**config.mk**
```make
export PLATFORM = sky130hd
export DESIGN_NAME = uart_imem_loader
export DESIGN_NICKNAME = d
export VERILOG_FILES = /design/src/rtl/uart_imem_loader.sv
export SDC_FILE = /design/constraint.sdc
export NUM_CORES = 1
export LEC_CHECK = 0
export CORE_ASPECT_RATIO = 1.4
export CORE_MARGIN = 3
export CORE_UTILIZATION = 45
export DETAILED_ROUTE_END_ITERATION = 6
export PLACE_DENSITY_LB_ADDON = 0.05
export SLEW_MARGIN = 20
export SYNTH_ARGS = -nofsm -noshare
export SYNTH_HDL_FRONTEND = slang
export SYNTH_SLANG_ARGS = --single-unit
```
**constraint.sdc**
```tcl
create_clock -name clk -period 3.1 [get_ports clk]
set_input_delay 0.62 -clock clk [delete_from_list [all_inputs] [get_ports clk]]
set_output_delay 0.62 -clock clk [all_outputs]
set_load 0.02 [all_outputs]
```
**src/rtl/uart_imem_loader.sv**
```systemverilog
// Loads the instruction memory with little-endian 32-bit words received over UART and holds the core in reset until the load finishes.
// Optional macro LOADER_BYTE_TIMEOUT_EN: drops a partially assembled word after TIMEOUT_CYCLES idle cycles.
module uart_imem_loader #(
    parameter int unsigned ADDR_W         = 8,
    parameter int unsigned TIMEOUT_CYCLES = 200000
) (
    input  logic              clk,
    input  logic              resetn,
    input  logic              uart_rx_valid,
    input  logic [7:0]        uart_rx_data,
    input  logic              uart_rx_break,
    output logic              imem_we,
    output logic [ADDR_W-1:0] imem_addr,
    output logic [31:0]       imem_wdata,
    output logic              write_done,
    output logic              overflow,
    output logic              cpu_resetn,
    output logic [ADDR_W:0]   word_count
);

    localparam int unsigned CNT_W = ADDR_W + 1;

    typedef enum logic [1:0] {LOAD, WRITE, DONE} state_t;

    state_t            state;
    logic              armed;
    logic [1:0]        byte_idx;
    logic [31:0]       word;
    logic [ADDR_W-1:0] addr;
    logic              accept_c;
    logic [31:0]       word_next_c;

`ifdef LOADER_BYTE_TIMEOUT_EN
    localparam int unsigned TO_W = (TIMEOUT_CYCLES > 1) ? $clog2(TIMEOUT_CYCLES + 1) : 1;
    logic [TO_W-1:0] to_cnt;
`endif

    // armed keeps the first post-reset edge from accepting a byte
    assign accept_c   = armed & uart_rx_valid & ~uart_rx_break & ~write_done;
    assign cpu_resetn = write_done;

    always_comb begin
        word_next_c = word;
        case (byte_idx)
            2'd0:    word_next_c[7:0]   = uart_rx_data;
            2'd1:    word_next_c[15:8]  = uart_rx_data;
            2'd2:    word_next_c[23:16] = uart_rx_data;
            default: word_next_c[31:24] = uart_rx_data;
        endcase
    end

    always_ff @(posedge clk or negedge resetn) begin
        if (!resetn) begin
            state      <= LOAD;
            armed      <= 1'b0;
            byte_idx   <= 2'd0;
            word       <= 32'd0;
            addr       <= '0;
            word_count <= '0;
            imem_we    <= 1'b0;
            imem_addr  <= '0;
            imem_wdata <= 32'd0;
            write_done <= 1'b0;
            overflow   <= 1'b0;
`ifdef LOADER_BYTE_TIMEOUT_EN
            to_cnt     <= '0;
`endif
        end else begin
            armed   <= 1'b1;
            imem_we <= 1'b0;
            case (state)
                LOAD: begin
                    if (uart_rx_break) begin
                        byte_idx <= 2'd0;
                        word     <= 32'd0;
`ifdef LOADER_BYTE_TIMEOUT_EN
                        to_cnt   <= '0;
`endif
                    end else if (accept_c) begin
`ifdef LOADER_BYTE_TIMEOUT_EN
                        to_cnt <= '0;
`endif
                        if (byte_idx == 2'd3) begin
                            byte_idx <= 2'd0;
                            word     <= 32'd0;
                            if (word_next_c == 32'hFFFF_FFFF) begin
                                state      <= DONE;
                                write_done <= 1'b1;
                            end else begin
                                state      <= WRITE;
                                imem_we    <= 1'b1;
                                imem_addr  <= addr;
                                imem_wdata <= word_next_c;
                            end
                        end else begin
                            byte_idx <= byte_idx + 2'd1;
                            word     <= word_next_c;
                        end
                    end
`ifdef LOADER_BYTE_TIMEOUT_EN
                    else if (byte_idx != 2'd0) begin
                        if (to_cnt == TO_W'(TIMEOUT_CYCLES - 1)) begin
                            byte_idx <= 2'd0;
                            word     <= 32'd0;
                            to_cnt   <= '0;
                        end else begin
                            to_cnt <= to_cnt + TO_W'(1);
                        end
                    end
`endif
                end
                WRITE: begin
                    word_count <= word_count + CNT_W'(1);
                    if (addr == {ADDR_W{1'b1}}) begin
                        state      <= DONE;
                        write_done <= 1'b1;
                        overflow   <= 1'b1;
                    end else begin
                        addr  <= addr + ADDR_W'(1);
                        state <= LOAD;
                    end
                    // a byte landing during the write starts the next word
                    if (accept_c) begin
                        word     <= word_next_c;
                        byte_idx <= 2'd1;
                    end
                end
                default: begin
                    state <= DONE;
                end
            endcase
        end
    end

endmodule

```
==> flow_summary_export.csv, run 1 <==
group,metric,value,unit
routing,routed_wl,13000,um
routing,vias_per_cell,5.94,
floorplan,die_h,129,um
cts,cts_buffers,9,
cts,clk_pin_slew,0.07,ns
setup_path,cp.depth,8,
timing,fmax,0.350,GHz
setup_path,crit_path_end_kind,"flop",
timing,finalCriticalPeriod,2.86,ns
grt,gr-total-overflow,0,
floorplan,pin_count,65,
floorplan,die-area,0.0122,mm^2
final_layout,fill_cells,916,
logic_synthesis,avgSynthCellArea,10.1,um^2
placed_design,io_buffers,64,
final_layout,fin_util,0.575,
routing,vias,4067,
logic_synthesis,yosysSeqAreaShare,0.497,
routing,dr.pass1.iters,5,
pwr,ir_drop,0.316,mV
cts,cts_setup_buffers,0,
timing,clock_skew,0.00766,ns
routing,dr.first_iter.drc_count,269,
setup_path,cp.buffers_inverters,2,
floorplan,coreArea,0.0105,mm^2
timing,setup_viol_count_final,0,
cts,cts_max_level,3,
setup_path,start_kind,"flop",
setup_path,reg2reg_depth,8,
setup_path,slowest_stage,"ha_1",
floorplan,die_w,94.1,um
final_layout,fin_nets,560,
logic_synthesis,synthesis.area,0.00488,mm^2
setup_path,crit_top_cell,"o211ai_1",
final_layout,antenna_cells,0,
grt,grt_usage,0.229,
placed_design,gp_congestion,0.828,
pwr,powerDensity,401,mW/mm^2
logic_synthesis,ys.warnings.count,0,
timing,slew_viol_final,0,
grt,antenna_found_initial,0,
placed_design,place_hpwl,9290,um
cts,ctsHoldBuffers,0,
timing,worst_pin_slew,0.674,ns
floorplan,start_util,0.467,
timing,rsz0062_at_grt,"no",
setup_path,r2r-end,"imem_addr[7]",
placed_design,placed_area,0.00574,mm^2
grt,grt_pass1_wl,21600,um
grt,grt_pass1_vias,3993,
timing,setup-tns-final,0,ns
placed_design,dp_cells,669,
setup_path,cp_max_fo,40,
timing,hold_viol,0,
timing,min_period_over_period,0.921,
final_layout,drive_above_1_share,0.110,
routing,final_antenna_net_count,0,
routing,drc_errors,0,
setup_path,cp_data_required_time,3.30,ns
setup_path,path_class,"flop to flop",
cts,cts_tree,"done",
cts,cts_resized,0,
cts,cts.sink_count,97,
setup_path,slowest_delay,0.55,ns
pwr,p_leak,2.45,nW
logic_synthesis,synth_nets,501,
final_layout,regArea,0.00243,mm^2
final_layout,area_growth,23.1,%
setup_path,r2r-start,"byte_idx[0]",
run,cap_viol_max_count,0,
final_layout,multi_input_area,0.00222,mm^2
timing,slew_headroom,0.550,
logic_synthesis,ys_ff_latch,97,
setup_path,crit_path_cell_trace,"inv_1 > ha_1 > mux2i_1 > nor4_2 > o211ai_1 > buf_4 > o311ai_1 > o211ai_1",
logic_synthesis,synth_cells,483,
logic_synthesis,ys_types,51,
cts,root_buffer,"clkbuf_16",
cts,clock_path_buffers,2,
floorplan,rows,44,
status,outcome,"finished, final reports clean",
grt,grt_max_degree,51,
setup_path,path_delay_family,"compound AO/OA/AOI/OAI gates",
final_layout,fin_cells,685,
pwr,totalPowerFinal,2.41,mW
routing,post_drt_wl_per_cell,19.0,um
hold_path,hold_path_class,"input port to asynchronous set/reset pin",
cts,clk_latency,0.35,ns
setup_path,cp.arrival,3.05,ns
final_layout,final_area,0.00601,mm^2
setup_path,reg2reg_slack,0.24,ns
## state kept, by name, summed over array words and instances, names as in the netlist
register    flops
imem_wdata     32
state           2
imem_we         1
imem_addr       8
cpu_resetn      1
byte_idx        2
addr            8
word           32
overflow        1
armed           1
word_count      9
## worst reg2reg max path: stages, from the launching register on
cell and delay, ns:
dfrtp_1 0.43, inv_1 0.12, ha_1 0.56, mux2i_1 0.24, nor4_2 0.32, o211ai_1 0.22, buf_4 0.33, o311ai_1 0.37
o211ai_1 0.14
## routing by layer
layer,part of all wire,track usage
met1,0.44,0.309
met2,0.50,0.375
met3,0.038,0.0290
met4,0.023,0.0918
met5,0,0
## how the worst max path moves through the flow
| stage | from | end | slack [ns] |
|---|---|---|---|
| final | byte_idx[0] | imem_addr[7] | 0.24 |
| after global routing | byte_idx[0] | imem_addr[7] | 0.01 |
| after CTS | byte_idx[0] | imem_addr[7] | 0.25 |
| after detailed placement | uart_rx_data[7] | imem_addr[7] | 0.08 |
| after global placement | uart_rx_data[7] | state[1] | 0.11 |
| after floorplan | byte_idx[0] | imem_addr[0] | 0.99 |
## cell usage in the layout, fill, tap and decap left out, types with 20 or more instances in the layout
cell type	n
a32o_1	24
buf_4	32
nand2_1	20
nor2b_1	28
dfrtp_1	97
a211oi_1	27
nor4_1	32
nor2_1	43
clkdlybuf4s50_1	63
nor3_1	37
## cells by family (layout without fill, tap and decap cells)
family | after synthesis | in the layout | share of synthesized area
AND/OR/NAND/NOR | 209 | 209 | 0.230
flip-flops | 97 | 97 | 0.497
AO/OA/AOI/OAI | 95 | 95 | 0.162
buffers and inverters | 53 | 117 | 0.0494
XOR/XNOR | 14 | 14 | 0.0251
multiplexers | 8 | 8 | 0.0197
adder cells (fa/ha/maj) | 6 | 6 | 0.0154
other | 1 | 1 | 0.000768
## area by class of cell
| class | instances | share of cell area |
|---|---|---|
| sequential | 97 | 0.404 |
| multi-input combinational | 333 | 0.368 |
| timing repair buffer | 97 | 0.151 |
| clock buffer | 10 | 0.0381 |
| tap | 138 | 0.0287 |
| clock inverter | 6 | 0.00707 |
| inverter | 4 | 0.00250 |
## Yosys cell counts, drive strengths merged
cell type  number  area [um^2]
dfrtp          97         2430
nor2           43          161
nor3           37          185
nor4           33          213
nor2b          28          175
a211oi         27          203
clkbuf         26         97.6
a32o           24          240
buf            23          129
nand2          20         75.1
nand4          17          106
xnor2          11         96.3
a22o            9         78.8
and3            9         56.3
o211ai          9         67.6
nand3           8         45.0
o311ai          8         70.1
ha              6         75.1
o21ai           6         30.0
mux2i           5         62.6
inv             4         15.0
a21oi           3         18.8
a32oi           3         26.3
mux2            3         33.8
nand2b          3         18.8
xor2            3         26.3
and2            2         12.5
nor3b           2         20.0
o22ai           2         18.8
or2             2         12.5
a211o           1         8.76
a21o            1         7.51
and4            1         8.76
and4b           1         10.0
conb            1         3.75
nand3b          1         7.51
nand4bb         1         11.3
o21a            1         7.51
o32ai           1         16.3
or3             1         6.26
## where the power goes
group	total (mW)	internal, mW	switching, mW
combinational	0.104	0.0336	0.0704
clock	1.04	0.546	0.492
sequential	1.27	1.27	0.000977
total	2.41	1.85	0.563
## metrics by stage
stage          setup slack (ns)  hold WS (ns)
2_1_floorplan             0.986         0.324
3_3_place_gp              0.113         0.453
3_5_place_dp             0.0842         0.462
4_1_cts                   0.249         0.319
5_1_grt                  0.0105         0.332
6_report                  0.244         0.293
No activity file was read; power rests on OpenSTA's default activity.
==> run 2: changes to the inputs <==
CORE_UTILIZATION = 55   (was 45)
==> flow_summary_export.csv, run 2 (synthesis results as in run 1) <==
group,metric,value,unit
routing,vias,4112,
cts,cts_buffers,9,
floorplan,die_h,118,um
setup_path,reg2reg_slack,0.35,ns
pwr,p_leak,2.45,nW
cts,cts_tree,"done",
grt,gr-total-overflow,0,
placed_design,dp_cells,636,
floorplan,coreArea,0.00861,mm^2
timing,min_period_over_period,0.888,
final_layout,fill_cells,661,
timing,slew_viol_final,0,
floorplan,die_w,85.6,um
status,outcome,"finished, final reports clean",
routing,post_drt_wl_per_cell,19.3,um
setup_path,slowest_delay,0.50,ns
cts,ctsHoldBuffers,0,
pwr,ir_drop,0.338,mV
final_layout,final_cell_mix,"dfrtp_1, clkdlybuf4s50_1, nor2_1",
timing,slew_headroom,0.607,
timing,setup-tns-final,0,ns
setup_path,crit_path_end_kind,"flop",
floorplan,start_util,0.567,
placed_design,place_hpwl,9180,um
hold_path,hold_path_class,"input port to asynchronous set/reset pin",
routing,dr.pass1.iters,4,
placed_design,gp_congestion,0.897,
cts,cts_setup_buffers,0,
pwr,powerDensity,407,mW/mm^2
timing,clock_skew,0.00888,ns
final_layout,fin_nets,560,
setup_path,r2r-end,"imem_addr[6]",
routing,vias_per_cell,6.31,
timing,fmax,0.363,GHz
final_layout,drive_above_1_share,0.110,
setup_path,cp_max_fo,23,
routing,final_antenna_net_count,0,
pwr,totalPowerFinal,2.43,mW
run,cap_viol_max_count,0,
routing,dr.first_iter.drc_count,191,
cts,cts_max_level,3,
grt,antenna_found_initial,0,
floorplan,rows,40,
cts,cts.sink_count,97,
timing,worst_pin_slew,0.588,ns
cts,clk_pin_slew,0.06,ns
setup_path,reg2reg_depth,8,
grt,grt_pass1_vias,4106,
final_layout,area_growth,22.2,%
timing,hold_slack,0.254,ns
grt,grt_usage,0.261,
timing,rsz0062_at_grt,"no",
grt,grt_max_degree,58,
setup_path,start_kind,"flop",
final_layout,fin_cells,652,
routing,routed_wl,12600,um
setup_path,slowest_stage,"ha_1",
placed_design,io_buffers,64,
timing,setup_viol_count_final,0,
floorplan,die-area,0.0101,mm^2
cts,root_buffer,"clkbuf_16",
setup_path,crit_path_cell_trace,"inv_1 > ha_1 > mux2i_1 > nor4_2 > o211ai_1 > buf_4 > o311ai_1 > o211ai_1",
final_layout,final_common_cell,"dfrtp_1",
cts,cts_resized,0,
final_layout,reg.largest.list,"imem_wdata x32, word x32, word_count x9",
setup_path,cp_data_required_time,3.30,ns
setup_path,path_class,"flop to flop",
timing,finalCriticalPeriod,2.75,ns
cts,clock_path_buffers,2,
routing,drc_errors,0,
timing,hold_viol,0,
setup_path,cp.arrival,2.95,ns
final_layout,antenna_cells,0,
setup_path,r2r-start,"byte_idx[0]",
cts,clk_latency,0.34,ns
setup_path,crit_top_cell,"o211ai_1",
grt,grt_pass1_wl,20900,um
floorplan,pin_count,65,
## run 2: where the power goes
part / total [mW] / switching [mW] / internal, mW
Combinational: 0.101 / 0.0687 / 0.0322
Sequential: 1.27 / 0.000900 / 1.27
Clock: 1.06 / 0.471 / 0.588
Total: 2.43 / 0.540 / 1.89
## run 2: layout make-up
class,instances,area (um^2),share of cell area
clock buffers,12,256,0.0430
clock inverters,4,26.3,0.00440
inverters,4,15.0,0.00251
multi-input cells,333,2220,0.371
flip-flops and latches,97,2430,0.407
well taps,105,131,0.0220
repair buffers,97,898,0.150
## run 2: worst max path at each step
stage                         start            to  slack [ns]  cells past startpoint
floorplan               byte_idx[0]  imem_addr[0]        0.99                      9
finish                  byte_idx[0]  imem_addr[6]        0.35                      8
CTS                     byte_idx[0]  imem_addr[6]        0.35                      8
detailed placement  uart_rx_data[7]  imem_addr[6]        0.10                      7
global route            byte_idx[0]  imem_addr[5]        0.14                      8
global placement    uart_rx_data[7]  imem_addr[6]        0.17                      7
## run 2: worst max-delay path, delay by kind of cell (launching register included)
kind | cells | cell delay [ns]
multiplexers | 1 | 0.21
buffers and inverters | 2 | 0.40
adder cells (fa/ha/maj) | 1 | 0.50
flip-flops | 1 | 0.43
AO/OA/AOI/OAI | 3 | 0.73
AND/OR/NAND/NOR | 1 | 0.34
## run 2: metal layers
layer  share of wire  vias to the layer above  global-route usage
li1                -                     1937                   -
met1            0.42                     2009               0.336
met2            0.51                      141               0.427
met3           0.044                       25              0.0490
met4           0.027                        0               0.111
met5               0                        -                   0
## run 2: per-stage QoR
| stage | utilization | setup WS (ns) | area, um^2 |
|---|---|---|---|
| final | 0.694 | 0.346 | 5970 |
| after global routing | 0.694 | 0.136 | 5970 |
| after CTS | 0.694 | 0.352 | 5970 |
| after detailed placement | 0.661 | 0.101 | 5690 |
| after global placement | 0.661 | 0.169 | 5690 |
| after floorplan | - | 0.986 | 4880 |
==> run 3: changes to the inputs <==
HOLD_SLACK_MARGIN = 0.05   (was not set)
==> results of run 3 <==
Same layout as run 2: the final DEF is identical, and so are final timing and power.
